File: src/rtl/mips_pkg.sv
// Shared MIPS core definitions: control-bundle bit positions and memory access size codes.
package mips_pkg;

   localparam int CTRL_W       = 18;
   localparam int CTRL_LOAD    = 9;
   localparam int CTRL_RF_EN   = 8;
   localparam int CTRL_TA      = 7;
   localparam int CTRL_SIZE_HI = 6;
   localparam int CTRL_SIZE_LO = 5;
   localparam int CTRL_RW      = 4;
   localparam int CTRL_SE      = 3;
   localparam int CTRL_MEM_EN  = 2;

   // The reserved code behaves as a word access.
   typedef enum logic [1:0] {
      SIZE_WORD = 2'b00,
      SIZE_HALF = 2'b01,
      SIZE_BYTE = 2'b10,
      SIZE_RSVD = 2'b11
   } mem_size_e;

endpackage

File: src/rtl/load_formatter.sv
// Big-endian load data formatter: picks the byte/halfword lane, extends it and
// flags accesses that are not naturally aligned for their size.
module load_formatter
   import mips_pkg::*;
#(
   parameter int DATA_W = 32
) (
   input  logic [DATA_W-1:0] mem_rdata,
   input  logic [1:0]        addr,
   input  mem_size_e         size,
   input  logic              se,
   output logic [DATA_W-1:0] data,
   output logic              misalign
);

   logic [7:0]  byte_v;
   logic [15:0] half_v;

   // NOTE: every output of a combinational block gets a default first, so no path leaves it unassigned and no latch is inferred.
   always_comb begin
      data     = mem_rdata;
      misalign = 1'b0;
      byte_v   = mem_rdata[31:24];
      half_v   = mem_rdata[31:16];
      case (addr)
         2'b00:   byte_v = mem_rdata[31:24];
         2'b01:   byte_v = mem_rdata[23:16];
         2'b10:   byte_v = mem_rdata[15:8];
         default: byte_v = mem_rdata[7:0];
      endcase
      if (addr[1]) half_v = mem_rdata[15:0];
      case (size)
         SIZE_BYTE: data = {{(DATA_W-8){se & byte_v[7]}}, byte_v};
         SIZE_HALF: begin
            data     = {{(DATA_W-16){se & half_v[15]}}, half_v};
            misalign = addr[0];
         end
         default:   misalign = (addr != 2'b00);
      endcase
   end

endmodule

File: src/rtl/mem_wb_stage.sv
// MEM/WB stage register: formats loads, selects the write-back value, and counts
// retired instructions and loads.
module mem_wb_stage
   import mips_pkg::*;
#(
   parameter int DATA_W = 32,
   parameter int CNT_W  = 32
) (
   input  logic              clk,
   input  logic              reset,
   input  logic              stall,
   input  logic              flush,
   input  logic              valid_in,
   input  logic [CTRL_W-1:0] ctrl_in,
   input  logic [DATA_W-1:0] alu_result,
   input  logic [DATA_W-1:0] mem_rdata,
   input  logic [DATA_W-1:0] link_addr,
   input  logic [4:0]        dest_in,
   output logic [DATA_W-1:0] wb_data,
   output logic [4:0]        wb_reg,
   output logic              wb_en,
   output logic              misalign_exc,
   output logic [CNT_W-1:0]  retired_cnt,
   output logic [CNT_W-1:0]  load_cnt
);

   logic              load_instr, rf_enable, ta_instr, mem_se, mem_enable;
   mem_size_e         mem_size;
   logic [DATA_W-1:0] fmt_data, sel_data;
   logic              fmt_misalign, misalign;
   logic              unused_ctrl;

   logic [DATA_W-1:0] wb_data_d, wb_data_q;
   logic [4:0]        wb_reg_d, wb_reg_q;
   logic              wb_en_d, wb_en_q;
   logic              misalign_exc_d, misalign_exc_q;
   logic [CNT_W-1:0]  retired_cnt_d, retired_cnt_q;
   logic [CNT_W-1:0]  load_cnt_d, load_cnt_q;

   assign load_instr  = ctrl_in[CTRL_LOAD];
   assign rf_enable   = ctrl_in[CTRL_RF_EN];
   assign ta_instr    = ctrl_in[CTRL_TA];
   assign mem_size    = mem_size_e'(ctrl_in[CTRL_SIZE_HI:CTRL_SIZE_LO]);
   assign mem_se      = ctrl_in[CTRL_SE];
   assign mem_enable  = ctrl_in[CTRL_MEM_EN];
   assign unused_ctrl = ^{ctrl_in[CTRL_W-1:CTRL_LOAD+1], ctrl_in[CTRL_RW], ctrl_in[1:0]};

   load_formatter #(.DATA_W(DATA_W)) u_load_formatter (
      .mem_rdata (mem_rdata),
      .addr      (alu_result[1:0]),
      .size      (mem_size),
      .se        (mem_se),
      .data      (fmt_data),
      .misalign  (fmt_misalign)
   );

   // Loads with mem_enable low are formatted but never raise a misalign.
   assign misalign = load_instr & mem_enable & fmt_misalign;
   assign sel_data = ta_instr ? link_addr : (load_instr ? fmt_data : alu_result);

   always_comb begin
      wb_data_d      = wb_data_q;
      wb_reg_d       = wb_reg_q;
      wb_en_d        = wb_en_q;
      misalign_exc_d = misalign_exc_q;
      retired_cnt_d  = retired_cnt_q;
      load_cnt_d     = load_cnt_q;
      if (flush || (!stall && !valid_in)) begin
         wb_data_d      = '0;
         wb_reg_d       = '0;
         wb_en_d        = 1'b0;
         misalign_exc_d = 1'b0;
      end else if (!stall) begin
         wb_data_d      = misalign ? '0 : sel_data;
         wb_reg_d       = dest_in;
         wb_en_d        = rf_enable & ~misalign & (dest_in != 5'd0);
         misalign_exc_d = misalign;
         if (!misalign) begin
            retired_cnt_d = retired_cnt_q + CNT_W'(1);
            if (load_instr) load_cnt_d = load_cnt_q + CNT_W'(1);
         end
      end
   end

   // NOTE: sequential state uses non-blocking assignments so every flop samples the pre-edge value of its neighbours.
   always_ff @(posedge clk) begin
      if (reset) begin
         wb_data_q      <= '0;
         wb_reg_q       <= '0;
         wb_en_q        <= 1'b0;
         misalign_exc_q <= 1'b0;
         retired_cnt_q  <= '0;
         load_cnt_q     <= '0;
      end else begin
         wb_data_q      <= wb_data_d;
         wb_reg_q       <= wb_reg_d;
         wb_en_q        <= wb_en_d;
         misalign_exc_q <= misalign_exc_d;
         retired_cnt_q  <= retired_cnt_d;
         load_cnt_q     <= load_cnt_d;
      end
   end

   assign wb_data      = wb_data_q;
   assign wb_reg       = wb_reg_q;
   assign wb_en        = wb_en_q;
   assign misalign_exc = misalign_exc_q;
   assign retired_cnt  = retired_cnt_q;
   assign load_cnt     = load_cnt_q;

endmodule

File: config.mk
export PLATFORM = sky130hd
export DESIGN_NAME = mem_wb_stage
export DESIGN_NICKNAME = d
export VERILOG_FILES = /design/src/rtl/mips_pkg.sv /design/src/rtl/load_formatter.sv /design/src/rtl/mem_wb_stage.sv
export SDC_FILE = /design/constraint.sdc
export NUM_CORES = 1
export LEC_CHECK = 0
export ABC_AREA = 1
export BUFFER_PORTS_ARGS = -buffer_cell sky130_fd_sc_hd__buf_4
export CAP_MARGIN = 10
export CORE_ASPECT_RATIO = 1.5
export CORE_MARGIN = 3
export CORE_UTILIZATION = 30
export DETAILED_ROUTE_END_ITERATION = 10
export GPL_ROUTABILITY_DRIVEN = 0
export PLACE_DENSITY = 0.58
export RECOVER_POWER = 25
export SLEW_MARGIN = 20
export SYNTH_ARGS = -nofsm -noshare
export SYNTH_HDL_FRONTEND = slang
export SYNTH_SLANG_ARGS = --single-unit
File: constraint.sdc
create_clock -name clk -period 3.5 [get_ports clk]
set_clock_uncertainty 0.15 [all_clocks]
set_input_delay 0.175 -clock clk [delete_from_list [all_inputs] [get_ports clk]]
set_output_delay 0.175 -clock clk [all_outputs]
set_load 0.05 [all_outputs]
==> impl_summary.md <==
Clocking
The H-tree depth is 3. The root buffer cell is sky130_fd_sc_hd__clkbuf_16. TritonCTS built the clock tree.

The CTS buffer count is 9. No sink is reached through more buffers than the 2 on the longest clock path. The clock slew seen by the registers of the worst setup and hold paths is 0.08 ns. At the later pin of the worst-skew pair, clock insertion delay measures 0.36 ns. The number of sinks handled by clock tree synthesis is 103.

Power and ir drop
The switching power share of the total is 31.0%. The worst-case vdd ir drop is 206 uV. Power spread over the standard cell area amounts to 313 nW/um2. The analysis attributes to net switching a power of 0.000831 W.

The power after layout is 0.00268 W. The analysis attributes to cell leakage a power of 3.53 nW. Registers are responsible for 44.7% of the overall power. The fraction of power consumed by combinational cells is 18.4%. The internal power consumption is 0.00185 W. The share of power burned in the clock network is 36.9%.

Floorplanning
The core area is 21700 um2. For this design the top-level I/O count stands at 227. The die span in x is 128 um.

The site row count is 66. The floorplan step defined a die boundary enclosing 24000 um2. The starting density of the core is 30.6%.

The chip height is 188 um.

Final layout
The area growth from synthesis to layout is 28.8%. In the layout the commonest cells are 457 x sky130_fd_sc_hd__nand2_1, 225 x sky130_fd_sc_hd__nor2_1, 169 x sky130_fd_sc_hd__buf_4, 139 x sky130_fd_sc_hd__a21oi_1, 103 x sky130_fd_sc_hd__dfxtp_1. The number of antenna cells inserted is 0.

Measured on the finished design, the core utilization comes to 39.4%. The final standard cell area without fillers is 8560 um2. The most frequent standard cell in the layout excluding fill and tap cells is sky130_fd_sc_hd__nand2_1. For this run, the post-layout net count is 1489. The count of non-filler cells in the finished layout is 1637. In the final layout, the share of cells above drive strength 1 is 14.7%.

Timing
The final clock period utilization by the worst path is 67.5%. The final-layout setup total negative slack is 0 ns. The final hold violation count is 0. Measured against its own limit, the worst slew margin works out to 35.1%.

The final-report max-slew violation count was 0. For the finished layout, the period the worst path requires is 2.36 ns. The setup violation total in the final timing report is 0. Setup repair after global routing left no endpoint under its margin. The maximum achievable frequency is 423 MHz.

For the pin with the worst max-slew slack, the measured transition is 0.973 ns.

Global routing
The wire length of the first global-routing pass is 38.1 mm. The initial antenna violation count was 0. The overall global routing resource usage is 19.7%. Entering global routing, the biggest net connects 62 pins. The via count of the first global-routing pass is 7386. Global routing finished with a remaining overflow of 0.

Worst hold path
The path class of the lowest-slack min-delay path is input port to register. The start point of the worst min-delay path is link_addr[6]. The end point of the most critical hold path is wb_data[6].

The depth of the worst hold-timing path is 5.

Setup path
The signal on the critical path passes through buf_4, inv_1, ha_1, inv_1, nand2_1, nand2_2, nand3_4, inv_2, nand2_1, o211a_1. The worst endpoint required time is 3.61 ns. In this run the critical register-to-register path is captured at retired_cnt[12].

The launch point of the worst reg-to-reg path is retired_cnt[1]. On the critical path, the stage with the largest delay is an instance of sky130_fd_sc_hd__inv_1. The worst setup path is captured at a register. Along the worst path, the maximum fanout reaches 26. The signal arrival time at the worst endpoint is 2.48 ns. The setup check on the worst reg-to-reg path leaves a slack of 1.35 ns. The delay contributed by the slowest stage of the critical path is 0.43 ns. For the worst flop-to-flop path, the logic depth is 10. STA classifies the critical path startpoint as an input port. The critical path class is input port to register.

Placement
Counting tap cells, the placed design contains a total of 1617 instances. The number of buffers inserted by port buffering is 215. The post-detailed-placement half-perimeter wirelength is 18.3 mm. Once placement finished, the instance area stood at 8430 um2.

Synth
The post-synthesis area per instance is 5.67 um2. The net count after synthesis is 1300. After synthesis, the netlist uses 35 different library cells. The count of yosys warnings during synthesis is 0. The register bit total from synthesis is 103.

The proportion of netlist area held by the largest area contributor is 31.0%. The synthesized instance count is 1172. By area the synthesized netlist is led by sky130_fd_sc_hd__dfxtp_1 31%, sky130_fd_sc_hd__nand2_1 26%, sky130_fd_sc_hd__nor2_1 13%, sky130_fd_sc_hd__a21oi_1 10%, sky130_fd_sc_hd__inv_1 3.8%. The area of the mapped netlist is 6650 um2. The post-synthesis sequential area ratio is 31.0%. The library cell occupying the most area in the post-synthesis netlist is sky130_fd_sc_hd__dfxtp_1.

Routing
The length of the first detailed-routing pass in iterations is 5. The final wirelength is 24.2 mm. The count of nets left with antenna violations after detail routing is 0.

The routed layout has 7814 vias. After the first detailed-routing iteration, the DRC count stood at 471. Dividing the detail-routed wire length by the instance count gives 14.8 um. Using the TritonRoute via totals, the vias-per-cell ratio works out to 4.77. After detailed routing, the number of remaining DRC violations is 0.

Status
The run finished with clean final reports.

Flow run
Max-cap violations in this run came to 0.
final cells by class:
| cell class | count | area (um2) |
|---|---|---|
| Clock buffer | 9 | 225 |
| Inverter | 73 | 274 |
| Timing Repair Buffer | 224 | 1510 |
| Fill cell | 2484 | 13200 |
| Tap cell | 272 | 340 |
| Multi-Input combinational cell | 950 | 4110 |
| Sequential cell | 103 | 2060 |
| Clock inverter | 6 | 47.5 |
synth_stat cells:
cell and count:
sky130_fd_sc_hd__nor2_2 6, sky130_fd_sc_hd__nand3_2 2, sky130_fd_sc_hd__nand3_1 29, sky130_fd_sc_hd__o21ai_0 24, sky130_fd_sc_hd__buf_4 1, sky130_fd_sc_hd__inv_2 4, sky130_fd_sc_hd__buf_2 9, sky130_fd_sc_hd__o21ai_1 2
sky130_fd_sc_hd__inv_1 68, sky130_fd_sc_hd__and3_1 3, sky130_fd_sc_hd__a21oi_1 139, sky130_fd_sc_hd__o21bai_1 6, sky130_fd_sc_hd__nand2_1 457, sky130_fd_sc_hd__o211a_1 1, sky130_fd_sc_hd__a211oi_2 1, sky130_fd_sc_hd__nor3_1 6
sky130_fd_sc_hd__nor3b_2 1, sky130_fd_sc_hd__nand4_1 7, sky130_fd_sc_hd__a31oi_1 2, sky130_fd_sc_hd__clkinv_1 1, sky130_fd_sc_hd__nor3b_1 3, sky130_fd_sc_hd__ha_1 4, sky130_fd_sc_hd__nand3b_1 18, sky130_fd_sc_hd__nor2_1 225
sky130_fd_sc_hd__o21a_1 1, sky130_fd_sc_hd__nand2_4 2, sky130_fd_sc_hd__o211ai_1 2, sky130_fd_sc_hd__dfxtp_1 103, sky130_fd_sc_hd__nor4_1 1, sky130_fd_sc_hd__xor2_1 6, sky130_fd_sc_hd__buf_1 5, sky130_fd_sc_hd__clkbuf_1 29
sky130_fd_sc_hd__nand3_4 1, sky130_fd_sc_hd__nand2_2 1, sky130_fd_sc_hd__buf_6 2
per-layer routing:
layer	GRT usage [%]	routed length (um)
met1	21.5	9430
met2	35.8	12400
met3	5.50	1780
met4	7.18	676
met5	0	0
worst max-delay path by stage:
| stage | depth (start not counted) | start | to | slack (ns) |
|---|---|---|---|---|
| after global routing | 11 | ctrl_in[5] | load_cnt[3] | 0.82 |
| after detailed placement | 10 | ctrl_in[5] | load_cnt[5] | 0.92 |
| after floorplan | 10 | retired_cnt[1] | retired_cnt[12] | 1.36 |
| final | 10 | ctrl_in[5] | load_cnt[5] | 1.14 |
| after global placement | 10 | ctrl_in[5] | load_cnt[5] | 0.94 |
| after CTS | 10 | ctrl_in[5] | load_cnt[5] | 1.31 |
cell families after synthesis:
family	after synthesis	share of synthesized area [%]
fa+ha+maj	4	0.753
simple gates	762	46.3
xor+xnor	6	0.791
flops	103	31.0
compound gates	178	14.0
buf+inv	119	7.17
worst max-delay path, delay by kind of cell:
family,cells,cell delay (ns)
adder cells (fa/ha/maj),1,0.30
AND/OR/NAND/NOR,4,0.79
AO/OA/AOI/OAI,1,0.23
buffers and inverters,4,0.97
power by group through the flow:
| stage | logic (W) | registers [W] | clock network (W) |
|---|---|---|---|
| 2_1_floorplan | 0.000247 | 0.00128 | 0 |
| 3_3_place_gp | 0.000501 | 0.00123 | 0 |
| 3_5_place_dp | 0.000503 | 0.00123 | 0 |
| 4_1_cts | 0.000509 | 0.00120 | 0.00103 |
| 5_1_grt | 0.000548 | 0.00120 | 0.00106 |
| 6_report | 0.000494 | 0.00120 | 0.000988 |
through the flow:
step / hold WS, ns / setup WS (ns)
2_1_floorplan: 0.170 / 1.36
3_5_place_dp: 0.300 / 0.918
4_1_cts: 0.00641 / 1.31
3_3_place_gp: 0.293 / 0.936
5_1_grt: 0.0407 / 0.817
6_report: 0.0213 / 1.14
what timing repair did:
action / CTS / global route
hold buffers: 5 / 0
resized for setup: 0 / 0
buffers inserted: 0 / 0
endpoints found under the hold margin: 5 / 0
endpoints found under the setup margin: 0 / 0
Note: power is estimated with default switching activity, not from simulation.
